## src/rtl/divc_pkg.sv

```systemverilog
// Shared definitions for the iterative 16-bit divider: operand width, counter width
// and the sequencing state encoding.
package divc_pkg;

  localparam int DIVC_DW = 16;
  localparam int DIVC_CW = $clog2(DIVC_DW);

  typedef enum logic [1:0] {
    ST_IDLE = 2'd0,
    ST_CALC = 2'd1,
    ST_FIX  = 2'd2
  } state_t;

endpackage

```

## src/rtl/divc_step.sv

```systemverilog
// One radix-2 restoring iteration: shift {prem,qreg} left, trial-subtract the divisor,
// keep the difference and set the quotient bit when it does not borrow.
module divc_step #(
  parameter int DW = 16
) (
  input  logic [DW:0]   prem,
  input  logic [DW-1:0] qreg,
  input  logic [DW-1:0] divisor,
  output logic [DW:0]   prem_nxt,
  output logic [DW-1:0] qreg_nxt
);

  logic [DW+1:0] shifted;
  logic [DW+1:0] trial;

  always_comb begin
    shifted = {prem, qreg[DW-1]};
    trial   = shifted - {2'b00, divisor};
    // prem < divisor always holds, so shifted fits DW+1 bits and the top bit is a pure borrow
    if (!trial[DW+1]) begin
      prem_nxt = trial[DW:0];
      qreg_nxt = {qreg[DW-2:0], 1'b1};
    end else begin
      prem_nxt = shifted[DW:0];
      qreg_nxt = {qreg[DW-2:0], 1'b0};
    end
  end

endmodule

```

## src/rtl/divc_seq16.sv

```systemverilog
// Iterative signed/unsigned divider: IDLE -> CALC (DW iterations) -> FIX, results
// registered at FIX with a one-cycle done pulse; start is ignored while busy.
module divc_seq16
  import divc_pkg::*;
#(
  parameter int DW = DIVC_DW
) (
  input  logic          clk,
  input  logic          rst,
  input  logic          start,
  input  logic          sgn,
  input  logic [DW-1:0] dvd,
  input  logic [DW-1:0] dvs,
  output logic          busy,
  output logic          done,
  output logic [DW-1:0] quo,
  output logic [DW-1:0] rem,
  output logic          dz
);

  localparam int CW = $clog2(DW);

  state_t        state, state_nxt;
  logic [CW-1:0] cnt;
  logic [DW:0]   prem;
  logic [DW-1:0] qreg;
  logic [DW-1:0] divisor;
  logic          qneg;
  logic          rneg;
  logic          dz_cap;

  logic [DW:0]   prem_step;
  logic [DW-1:0] qreg_step;
  logic [DW-1:0] dvd_mag;
  logic [DW-1:0] dvs_mag;
  logic [DW-1:0] rem_mag;

  divc_step #(.DW(DW)) u_step (
    .prem     (prem),
    .qreg     (qreg),
    .divisor  (divisor),
    .prem_nxt (prem_step),
    .qreg_nxt (qreg_step)
  );

  // 0x8000 negates to itself and is then treated as an unsigned magnitude
  always_comb begin
    dvd_mag = (sgn && dvd[DW-1]) ? -dvd : dvd;
    dvs_mag = (sgn && dvs[DW-1]) ? -dvs : dvs;
    rem_mag = prem[DW-1:0];
  end

  always_comb begin
    state_nxt = state;
    case (state)
      ST_IDLE: if (start) state_nxt = ST_CALC;
      ST_CALC: if (cnt == '0) state_nxt = ST_FIX;
      ST_FIX:  state_nxt = ST_IDLE;
      default: state_nxt = ST_IDLE;
    endcase
  end

  always_ff @(posedge clk) begin
    if (rst) state <= ST_IDLE;
    else     state <= state_nxt;
  end

  always_ff @(posedge clk) begin
    if (rst) begin
      cnt     <= '0;
      prem    <= '0;
      qreg    <= '0;
      divisor <= '0;
      qneg    <= 1'b0;
      rneg    <= 1'b0;
      dz_cap  <= 1'b0;
      done    <= 1'b0;
      quo     <= '0;
      rem     <= '0;
      dz      <= 1'b0;
    end else begin
      done <= 1'b0;
      case (state)
        ST_IDLE: begin
          if (start) begin
            qneg    <= sgn & (dvd[DW-1] ^ dvs[DW-1]);
            rneg    <= sgn & dvd[DW-1];
            prem    <= '0;
            qreg    <= dvd_mag;
            divisor <= dvs_mag;
            cnt     <= CW'(DW-1);
            dz_cap  <= (dvs == '0);
          end
        end
        ST_CALC: begin
          prem <= prem_step;
          qreg <= qreg_step;
          cnt  <= cnt - CW'(1);
        end
        ST_FIX: begin
          // on divide-by-zero prem holds |dvd|, so the remainder sign fix restores the raw dividend
          quo  <= dz_cap ? '1 : (qneg ? -qreg : qreg);
          rem  <= rneg ? -rem_mag : rem_mag;
          dz   <= dz_cap;
          done <= 1'b1;
        end
        default: ;
      endcase
    end
  end

  assign busy = (state != ST_IDLE);

endmodule

```

## config.mk

```make
export PLATFORM = sky130hd
export DESIGN_NAME = divc_seq16
export DESIGN_NICKNAME = d
export VERILOG_FILES = /design/src/rtl/divc_pkg.sv /design/src/rtl/divc_step.sv /design/src/rtl/divc_seq16.sv
export SDC_FILE = /design/constraint.sdc
export NUM_CORES = 1
export LEC_CHECK = 0
export ABC_AREA = 0
export CORE_ASPECT_RATIO = 2
export CORE_MARGIN = 8
export CORE_UTILIZATION = 36
export DETAILED_ROUTE_END_ITERATION = 6
export SYNTH_ARGS = -nofsm -noshare
export SYNTH_HDL_FRONTEND = slang
export SYNTH_SLANG_ARGS = --single-unit
```

## constraint.sdc

```tcl
create_clock -name clk -period 5.4 [get_ports clk]
set_input_delay 1.08 -clock clk [delete_from_list [all_inputs] [get_ports clk]]
set_output_delay 1.08 -clock clk [all_outputs]
set_load 0.03 [all_outputs]
```

==> flow_metrics.py, run 1 <==
metrics = {
    "status": {
        "outcome": "finished, final reports clean",
    },
    "layout": {
        "area_growth_syn_to_layout_pct": 20.09,
        "filler_cells_inserted": 1526,
        "layout_utilization": 0.4349,
        "num-nets-final": 786,
        "antenna-diode-count": 0,
        "instances_no_fill": 931,
        "post_route_cells_drive_above_1_share": 0.04775,
        "design_area_sq_um": 6581,
    },
    "global_routing": {
        "grt_max_degree": 52,
        "globalRouteOverflowTotal": 0,
        "first_pass_grt_wire_length_microns": 22390,
        "number_of_global_route_vias_before_repair": 4612,
        "antenna_found_initial": 0,
        "global_route.usage.total": 0.1404,
    },
    "die": {
        "placement_row_count": 64,
        "die-width_microns": 103.2,
        "boundaryPins": 71,
        "floorplan.die.height_microns": 190.5,
        "initial_core_util": 0.3621,
        "floorplan.core_area_sq_um": 15130,
        "die-area_sq_um": 19670,
    },
    "synth": {
        "synth_area_sq_um": 5480,
        "synth.avg_cell_area_sq_um": 8.047,
        "yosys_register_bits": 92,
        "number_of_synthesized_flops_with_an_enable_pin": 0,
        "netlist_top_cells_count": "sky130_fd_sc_hd__dfxtp_1, sky130_fd_sc_hd__nor2_1, sky130_fd_sc_hd__nand2_1, sky130_fd_sc_hd__a211oi_1, sky130_fd_sc_hd__a21oi_1",
        "post-synth-top-area-fraction": 0.3361,
        "post_synth_main_area_contributors": "sky130_fd_sc_hd__dfxtp_1, sky130_fd_sc_hd__nor2_1, sky130_fd_sc_hd__xor2_1",
        "asyncSetResetFlopFracSynth": 0,
        "yosys_warnings": 0,
        "seq_area_frac_synth": 0.3361,
        "synth_ff_type": "sky130_fd_sc_hd__dfxtp_1",
        "mappedNetlistNets": 739,
        "synth_cell_type_count": 60,
        "syn_inst": 681,
        "synth_top_cell_by_area": "sky130_fd_sc_hd__dfxtp_1",
    },
    "worst_setup_path": {
        "critPathCaptureType": "flop",
        "cp.arrival_ps": 3290,
        "path_class": "reg2reg",
        "cp_slowest_cell": "sky130_fd_sc_hd__nor3_4",
        "setup.reg_to_reg.worst_slack_ps": 2330,
        "slowest_delay_ps": 820,
        "worstPathCellList": "ha_1, a21oi_1, nand2_1, o21a_1, a31o_2, nor3_4, mux2i_1, o21ai_1",
        "worst-path-max-fanout": 23,
        "timing.critical_path.required_ps": 5620,
        "reg2reg_from": "prem[3]",
        "timing.rr.end": "prem[5]",
        "start_kind": "flop",
        "rr_worst_depth": 8,
    },
    "pwr": {
        "total_power_mw": 1.965,
        "power.density_cell_area_nw_per_um2": 298.6,
        "vdd_drop_max_v": 0.0001577,
        "power_leakage_nw": 2.366,
    },
    "timing": {
        "timing.clock.skew_ps": 9.208,
        "postLayoutSetupSlackWorst_ps": 2329,
        "finalSetupTns_ps": 0,
        "max_clock_freq_mhz": 325.6,
        "holdWs_ps": 450.1,
        "worst_slew_pin_slew_ps": 1124,
        "worst_slew_margin_rel": 0.2481,
        "rsz0062_at_grt": "no",
        "final-setup-viol-count": 0,
        "min_period_ps": 3071,
        "hold_violation_total_from_the_final_report": 0,
        "final_worst_path_period_share": 0.5687,
        "final-max-slew-violation-count": 0,
    },
    "worst_hold_path": {
        "hold_path_startpoint": "rem[10]",
        "timing.hold.worst.class": "reg2reg",
        "hold_depth": 2,
        "hold-path-endpoint": "rem[10]",
    },
    "placed_design": {
        "cell_area_placed_sq_um": 6291,
        "port_buffers": 70,
        "preCtsSetupSlack_ps": 2035,
        "post-dp-hpwl_microns": 10400,
        "numPlacedInstances": 915,
        "place.gp.congestion": 0.8714,
    },
    "clocking": {
        "cts_made_buffers": 9,
        "clock_path_buffers": 2,
        "insertion_delay_ps": 350,
        "cts-htree-levels": 3,
        "cts-root-buf": "sky130_fd_sc_hd__clkbuf_16",
        "cts_hold_repair.buffers": 0,
        "clkTransAtPathRegs_ps": 70,
        "cts_repair_resize_count": 0,
        "tritoncts": "built",
        "cts_setup_buffers": 0,
        "cts_sink_count": 92,
    },
    "route": {
        "drt-total-wl_microns": 13390,
        "routed_via_density": 5.235,
        "antenna_violating_nets_post_route": 0,
        "detail_route.drc_violations": 0,
        "vias": 4874,
        "routedWlPerCell_microns": 14.38,
        "drt-initial-drc-count": 305,
        "first_pass_iteration_count_of_the_detailed_router": 6,
    },
    "job": {
        "drv_cap": 0,
    },
}
## layout by cell type, fill, tap and decap left out, types with 12 or more instances in the layout
| master | count |
|---|---|
| sky130_fd_sc_hd__ha_1 | 21 |
| sky130_fd_sc_hd__o21ai_0 | 33 |
| sky130_fd_sc_hd__or3_1 | 12 |
| sky130_fd_sc_hd__nand2_1 | 63 |
| sky130_fd_sc_hd__xor2_1 | 37 |
| sky130_fd_sc_hd__dfxtp_1 | 92 |
| sky130_fd_sc_hd__xnor2_1 | 27 |
| sky130_fd_sc_hd__nand3_1 | 12 |
| sky130_fd_sc_hd__inv_1 | 37 |
| sky130_fd_sc_hd__a21oi_1 | 40 |
| sky130_fd_sc_hd__nor2_1 | 92 |
| sky130_fd_sc_hd__mux2i_1 | 15 |
| sky130_fd_sc_hd__o31ai_1 | 15 |
| sky130_fd_sc_hd__a211oi_1 | 40 |
| sky130_fd_sc_hd__clkdlybuf4s50_1 | 69 |
| sky130_fd_sc_hd__a222oi_1 | 15 |
## state kept, by name, summed over array words and instances, names as in the netlist
| name | count |
|---|---|
| rneg | 1 |
| rem | 16 |
| dz | 1 |
| divisor | 16 |
| qneg | 1 |
| cnt | 4 |
| quo | 16 |
| dz_cap | 1 |
| qreg | 16 |
| done | 1 |
| state | 2 |
| prem | 17 |
## cell families (layout without fill, tap and decap cells)
family          count (synthesis)  after routing  share of synthesized area
xor+xnor                       64             64                     0.1023
buf+inv                        75            127                    0.05548
mux                            16             16                    0.02945
simple gates                  230            230                     0.1948
fa+ha+maj                      22             22                    0.05160
flops                          92             92                     0.3361
compound gates                182            182                     0.2304
## layer usage
metal / up-vias / share of wire / GRT usage
met3: 23 / 0.044 / 0.02341
met1: 2211 / 0.47 / 0.1772
met5: - / 0 / 0
li1: 2536 / - / -
met4: 0 / 0.021 / 0.05552
met2: 104 / 0.46 / 0.2290
## critical path: cells and delay by family (launching register included)
| kind | cells | cell delay [ps] |
|---|---|---|
| AO/OA/AOI/OAI | 4 | 850 |
| flip-flops | 1 | 500 |
| multiplexers | 1 | 300 |
| adder cells (fa/ha/maj) | 1 | 340 |
| AND/OR/NAND/NOR | 2 | 930 |
## report_power, final
part | leakage (nW) | internal (mW) | switching (mW) | total, mW
Combinational | 1.47 | 0.256 | 0.318 | 0.574
Sequential | 0.750 | 0.721 | 0.0510 | 0.772
Clock | 0.144 | 0.323 | 0.296 | 0.619
Total | 2.37 | 1.30 | 0.666 | 1.97
## final cells by class
type                            count  area (sq um)  share of cell area
Multi-Input combinational cell    514          3337              0.5070
Sequential cell                    92          1842              0.2798
Timing Repair Buffer               74         725.7              0.1103
Tap cell                          198         247.7             0.03764
Clock buffer                        9         225.2             0.03422
Inverter                           37         138.9             0.02110
Clock inverter                      7         65.06            0.009886
## worst max-delay path by stage
| stage | cells after the start | end | slack (ps) | startpoint |
|---|---|---|---|---|
| floorplan | 6 | divisor[15] | 2750 | dvs[10] |
| global placement | 8 | divisor[12] | 2120 | dvs[2] |
| detailed placement | 8 | divisor[12] | 2030 | dvs[2] |
| CTS | 8 | prem[0] | 2330 | prem[3] |
| global route | 8 | prem[11] | 2090 | prem[3] |
| finish | 8 | prem[5] | 2330 | prem[3] |
Power figures use the tool's default switching activity.
==> run 2: changes to the inputs <==
==> constraint.sdc (replaced) <==
create_clock -name clk -period 3.1 [get_ports clk]
set_input_delay 0.62 -clock clk [delete_from_list [all_inputs] [get_ports clk]]
set_output_delay 0.62 -clock clk [all_outputs]
set_load 0.03 [all_outputs]
==> flow_metrics.py, run 2 (synthesis results as in run 1) <==
metrics = {
    "status": {
        "outcome": "finished, final reports clean",
    },
    "layout": {
        "design_area_sq_um": 6710,
        "filler_cells_inserted": 1507,
        "antenna-diode-count": 0,
        "num-nets-final": 799,
        "largest_register_ff_count": 17,
        "top_library_cells_by_usage_in_the_layout_fill_and_taps_aside": "sky130_fd_sc_hd__nor2_1, sky130_fd_sc_hd__dfxtp_1, sky130_fd_sc_hd__clkdlybuf4s50_1",
        "post_route_cells_drive_above_1_share": 0.06434,
        "instances_no_fill": 944,
        "top_register": "prem",
        "area_growth_syn_to_layout_pct": 22.44,
    },
    "clocking": {
        "insertion_delay_ps": 350,
        "cts_setup_buffers": 0,
        "cts_sink_count": 92,
        "tritoncts": "built",
        "cts_repair_resize_count": 0,
        "cts-htree-levels": 3,
        "cts-root-buf": "sky130_fd_sc_hd__clkbuf_16",
        "cts_hold_repair.buffers": 0,
        "cts_made_buffers": 9,
        "clock_path_buffers": 2,
        "clkTransAtPathRegs_ps": 70,
    },
    "timing": {
        "final-setup-viol-count": 0,
        "timing.clock.skew_ps": 9.673,
        "final-max-slew-violation-count": 0,
        "final_worst_path_period_share": 0.8547,
        "max_clock_freq_mhz": 377.4,
        "finalSetupTns_ps": 0,
        "min_period_ps": 2650,
        "hold_violation_total_from_the_final_report": 0,
        "worst_slew_margin_rel": 0.3604,
        "worst_slew_pin_slew_ps": 955.9,
        "rsz0062_at_grt": "no",
    },
    "route": {
        "vias": 4905,
        "antenna_violating_nets_post_route": 0,
        "detail_route.drc_violations": 0,
        "first_pass_iteration_count_of_the_detailed_router": 5,
        "routedWlPerCell_microns": 14.57,
        "drt-initial-drc-count": 250,
        "drt-total-wl_microns": 13750,
        "routed_via_density": 5.196,
    },
    "job": {
        "drv_cap": 0,
    },
    "die": {
        "initial_core_util": 0.3621,
        "die-area_sq_um": 19670,
        "die-width_microns": 103.2,
        "placement_row_count": 64,
        "floorplan.die.height_microns": 190.5,
        "boundaryPins": 71,
        "floorplan.core_area_sq_um": 15130,
    },
    "worst_hold_path": {
        "hold_path_startpoint": "rem[10]",
        "hold-path-endpoint": "rem[10]",
        "timing.hold.worst.class": "reg2reg",
        "hold_depth": 2,
    },
    "global_routing": {
        "number_of_global_route_vias_before_repair": 4784,
        "global_route.usage.total": 0.1457,
        "antenna_found_initial": 0,
        "grt_max_degree": 50,
        "first_pass_grt_wire_length_microns": 23180,
        "globalRouteOverflowTotal": 0,
    },
    "worst_setup_path": {
        "reg2reg_from": "prem[11]",
        "critPathCaptureType": "flop",
        "start_kind": "flop",
        "timing.rr.end": "qreg[0]",
        "cp.arrival_ps": 2880,
        "timing.critical_path.required_ps": 3330,
        "rr_worst_depth": 9,
        "slowest_delay_ps": 520,
        "setup.reg_to_reg.worst_slack_ps": 450,
        "worst-path-max-fanout": 23,
        "path_class": "reg2reg",
        "worstPathCellList": "ha_1, and4_4, o2bb2ai_2, or4_4, a21oi_2, nor3_4, buf_4, a222oi_1, nor2_1",
        "cp_slowest_cell": "sky130_fd_sc_hd__dfxtp_1",
    },
    "placed_design": {
        "port_buffers": 70,
        "post-dp-hpwl_microns": 10640,
        "cell_area_placed_sq_um": 6389,
        "place.gp.congestion": 0.8517,
        "numPlacedInstances": 928,
    },
    "pwr": {
        "power_leakage_nw": 2.450,
        "power.density_cell_area_nw_per_um2": 533.0,
        "vdd_drop_max_v": 0.0003005,
    },
}
run 2: cell types whose count changed in the layout (fill, tap and decap cells not counted):
cell	before	now
sky130_fd_sc_hd__bufinv_16	0	2
sky130_fd_sc_hd__inv_6	4	2
sky130_fd_sc_hd__clkinv_8	1	0
sky130_fd_sc_hd__clkinv_2	1	2
sky130_fd_sc_hd__buf_4	4	17
run 2: routing by layer:
layer,wire length (microns),vias to the layer above,GRT usage
met2,6528,104,0.2373
met5,0,-,0
met3,583,17,0.02597
li1,-,2560,-
met1,6448,2224,0.1889
met4,193,0,0.04319
run 2: where the power goes:
part / internal (mW) / total [mW] / switching, mW
clock network: 0.711 / 1.20 / 0.487
registers: 1.26 / 1.33 / 0.0756
logic: 0.464 / 1.05 / 0.583
run 2: final cells by class:
| type | instances | area, sq um | area share |
|---|---|---|---|
| clock buffers | 9 | 225.2 | 0.03356 |
| clock inverters | 7 | 96.34 | 0.01436 |
| inverters | 37 | 138.9 | 0.02070 |
| multi-input cells | 514 | 3337 | 0.4973 |
| flip-flops and latches | 92 | 1842 | 0.2745 |
| well taps | 198 | 247.7 | 0.03692 |
| repair buffers | 87 | 823.3 | 0.1227 |
run 2: worst max-delay path, delay by kind of cell (launching register included):
family / cells / cell delay (ps)
buffers and inverters: 1 / 230
AND/OR/NAND/NOR: 4 / 750
flip-flops: 1 / 520
adder cells (fa/ha/maj): 1 / 380
AO/OA/AOI/OAI: 3 / 630
run 2: through the flow:
stage | setup WS [ps] | util | hold slack [ps] | power [mW]
global route | 186.8 | 0.4434 | 464.6 | 3.796
global placement | 289.0 | 0.4221 | 441.9 | 2.399
CTS | 415.3 | 0.4434 | 453.3 | 3.619
detailed placement | 272.4 | 0.4221 | 445.7 | 2.407
floorplan | 722.9 | - | 431.9 | 2.147
finish | 450.3 | 0.4434 | 450.2 | 3.577
run 2: worst max path at each step:
stage	from	cells after the start	slack [ps]	endpoint
final	prem[11]	9	450	qreg[0]
after global routing	qreg[15]	11	190	prem[16]
after floorplan	prem[10]	10	720	qreg[0]
after detailed placement	dvd[2]	8	270	qreg[12]
after global placement	dvs[2]	8	290	divisor[12]
after CTS	qreg[15]	11	420	prem[16]
==> run 3: changes to the inputs <==
--- a/config.mk
+++ b/config.mk
@@ -7,9 +7,10 @@
 export LEC_CHECK = 0
 export ABC_AREA = 0
 export CORE_ASPECT_RATIO = 2
-export CORE_MARGIN = 8
+export CORE_MARGIN = 3
 export CORE_UTILIZATION = 36
 export DETAILED_ROUTE_END_ITERATION = 6
+export MAX_ROUTING_LAYER = met4
 export SYNTH_ARGS = -nofsm -noshare
 export SYNTH_HDL_FRONTEND = slang
 export SYNTH_SLANG_ARGS = --single-unit
==> flow_metrics.py, run 3 (synthesis results as in run 1) <==
metrics = {
    "status": {
        "outcome": "finished, final reports clean",
    },
    "layout": {
        "layout_utilization": 0.4494,
        "instances_no_fill": 944,
        "antenna-diode-count": 0,
        "design_area_sq_um": 6695,
        "post_route_cells_drive_above_1_share": 0.06676,
        "top_library_cells_by_usage_in_the_layout_fill_and_taps_aside": "sky130_fd_sc_hd__nor2_1, sky130_fd_sc_hd__dfxtp_1, sky130_fd_sc_hd__clkdlybuf4s50_1",
        "area_growth_syn_to_layout_pct": 22.17,
        "num-nets-final": 802,
        "largest_register_ff_count": 17,
        "top_register": "prem",
        "filler_cells_inserted": 1477,
    },
    "clocking": {
        "insertion_delay_ps": 350,
        "cts_made_buffers": 9,
        "cts_repair_resize_count": 0,
        "cts_setup_buffers": 0,
        "clock_path_buffers": 2,
        "clkTransAtPathRegs_ps": 70,
        "cts-root-buf": "sky130_fd_sc_hd__clkbuf_16",
        "tritoncts": "built",
        "cts_hold_repair.buffers": 0,
        "cts-htree-levels": 3,
        "cts_sink_count": 92,
    },
    "timing": {
        "rsz0062_at_grt": "no",
        "finalSetupTns_ps": 0,
        "max_clock_freq_mhz": 375.9,
        "worst_slew_pin_slew_ps": 950.8,
        "timing.clock.skew_ps": 7.469,
        "final-setup-viol-count": 0,
        "postLayoutSetupSlackWorst_ps": 439.6,
        "final-max-slew-violation-count": 0,
        "hold_violation_total_from_the_final_report": 0,
        "min_period_ps": 2660,
        "worst_slew_margin_rel": 0.3638,
        "final_worst_path_period_share": 0.8582,
    },
    "pwr": {
        "power_leakage_nw": 2.450,
        "vdd_drop_max_v": 0.0002915,
        "power.density_cell_area_nw_per_um2": 524.3,
    },
    "route": {
        "antenna_violating_nets_post_route": 0,
        "vias": 5142,
        "detail_route.drc_violations": 0,
        "detail_route_met3_wl_microns": 416,
        "drt-total-wl_microns": 15910,
        "dr.max_layer_used": "met4",
        "met2WireLength_microns": 9244,
        "route.layer.met1.wl_microns": 5459,
        "drt-initial-drc-count": 255,
        "routedWlPerCell_microns": 16.86,
        "routed_via_density": 5.447,
        "first_pass_iteration_count_of_the_detailed_router": 5,
    },
    "worst_setup_path": {
        "cp.arrival_ps": 2910,
        "reg2reg_from": "qreg[15]",
        "timing.critical_path.required_ps": 3350,
        "critPathCaptureType": "flop",
        "start_kind": "flop",
        "worst-path-max-fanout": 4,
        "timing.critical_path.from": "qreg[15]",
        "path_class": "reg2reg",
    },
    "die": {
        "initial_core_util": 0.3679,
        "die-area_sq_um": 16830,
        "boundaryPins": 71,
        "floorplan.die.height_microns": 180.5,
        "placement_row_count": 63,
        "die-width_microns": 93.25,
        "floorplan.core_area_sq_um": 14900,
    },
    "placed_design": {
        "numPlacedInstances": 928,
        "place.gp.congestion": 0.8545,
        "post-dp-hpwl_microns": 12520,
        "preCtsSetupSlack_ps": 213.9,
        "cell_area_placed_sq_um": 6407,
        "port_buffers": 70,
    },
    "global_routing": {
        "grt_max_degree": 48,
        "globalRouteOverflowTotal": 0,
        "global_route.usage.total": 0.1976,
        "first_pass_grt_wire_length_microns": 25540,
        "number_of_global_route_vias_before_repair": 5314,
        "antenna_found_initial": 0,
    },
    "worst_hold_path": {
        "timing.hold.worst.class": "reg2reg",
        "hold_path_startpoint": "rem[10]",
    },
    "job": {
        "drv_cap": 0,
    },
}
## run 3: changes by cell type in the layout (fill, tap and decap cells not counted), sizes merged
| cell | delta |
|---|---|
| clkbuf | +3 |
| buf | +3 |
| bufinv | -2 |
| inv | -1 |
## run 3: final cells by class
type	count	area, sq um	area share
Clock buffer	12	256.5	0.03831
Clock inverter	4	31.28	0.004672
Inverter	37	138.9	0.02074
Multi-Input combinational cell	514	3337	0.4984
Sequential cell	92	1842	0.2751
Tap cell	195	244.0	0.03644
Timing Repair Buffer	90	845.8	0.1263
## run 3: per-layer routing
metal / vias to the layer above / GRT usage
li1: 2564 / -
met1: 2439 / 0.1755
met2: 99 / 0.3838
met3: 40 / 0.02257
met4: 0 / 0.1122
met5: - / -
## run 3: per-stage QoR
step | total power, mW | hold WS, ps
3_3_place_gp | 2.427 | 448.4
5_1_grt | 3.692 | 477.1
6_report | 3.510 | 458.8
4_1_cts | 3.543 | 458.1
2_1_floorplan | 2.147 | 431.9
3_5_place_dp | 2.454 | 448.4
## run 3: final timing paths
check | endpoint | slack, ps | depth (start not counted)
worst min-delay path | rem[10] | 460 | 2
worst max-delay path | prem[16] | 440 | 11
worst min register to register | rem[10] | 460 | 2
worst max register to register | prem[16] | 440 | 11
## run 3: power breakdown
| part | leakage (nW) | switching (mW) | internal (mW) |
|---|---|---|---|
| Combinational | 1.56 | 0.622 | 0.473 |
| Sequential | 0.750 | 0.0802 | 1.26 |
| Clock | 0.143 | 0.486 | 0.593 |
| Total | 2.45 | 1.19 | 2.32 |
## run 3: worst max-delay path, stage by stage (launching register included)
cell                       delay, ps
sky130_fd_sc_hd__dfxtp_1         310
sky130_fd_sc_hd__inv_1           120
sky130_fd_sc_hd__ha_1            200
sky130_fd_sc_hd__inv_1            60
sky130_fd_sc_hd__fa_1            400
sky130_fd_sc_hd__a21oi_1         200
sky130_fd_sc_hd__o221ai_1        240
sky130_fd_sc_hd__a31oi_1         420
sky130_fd_sc_hd__a211oi_1        180
sky130_fd_sc_hd__nor4_1          250
sky130_fd_sc_hd__nand2_1          80
sky130_fd_sc_hd__o311ai_0         90
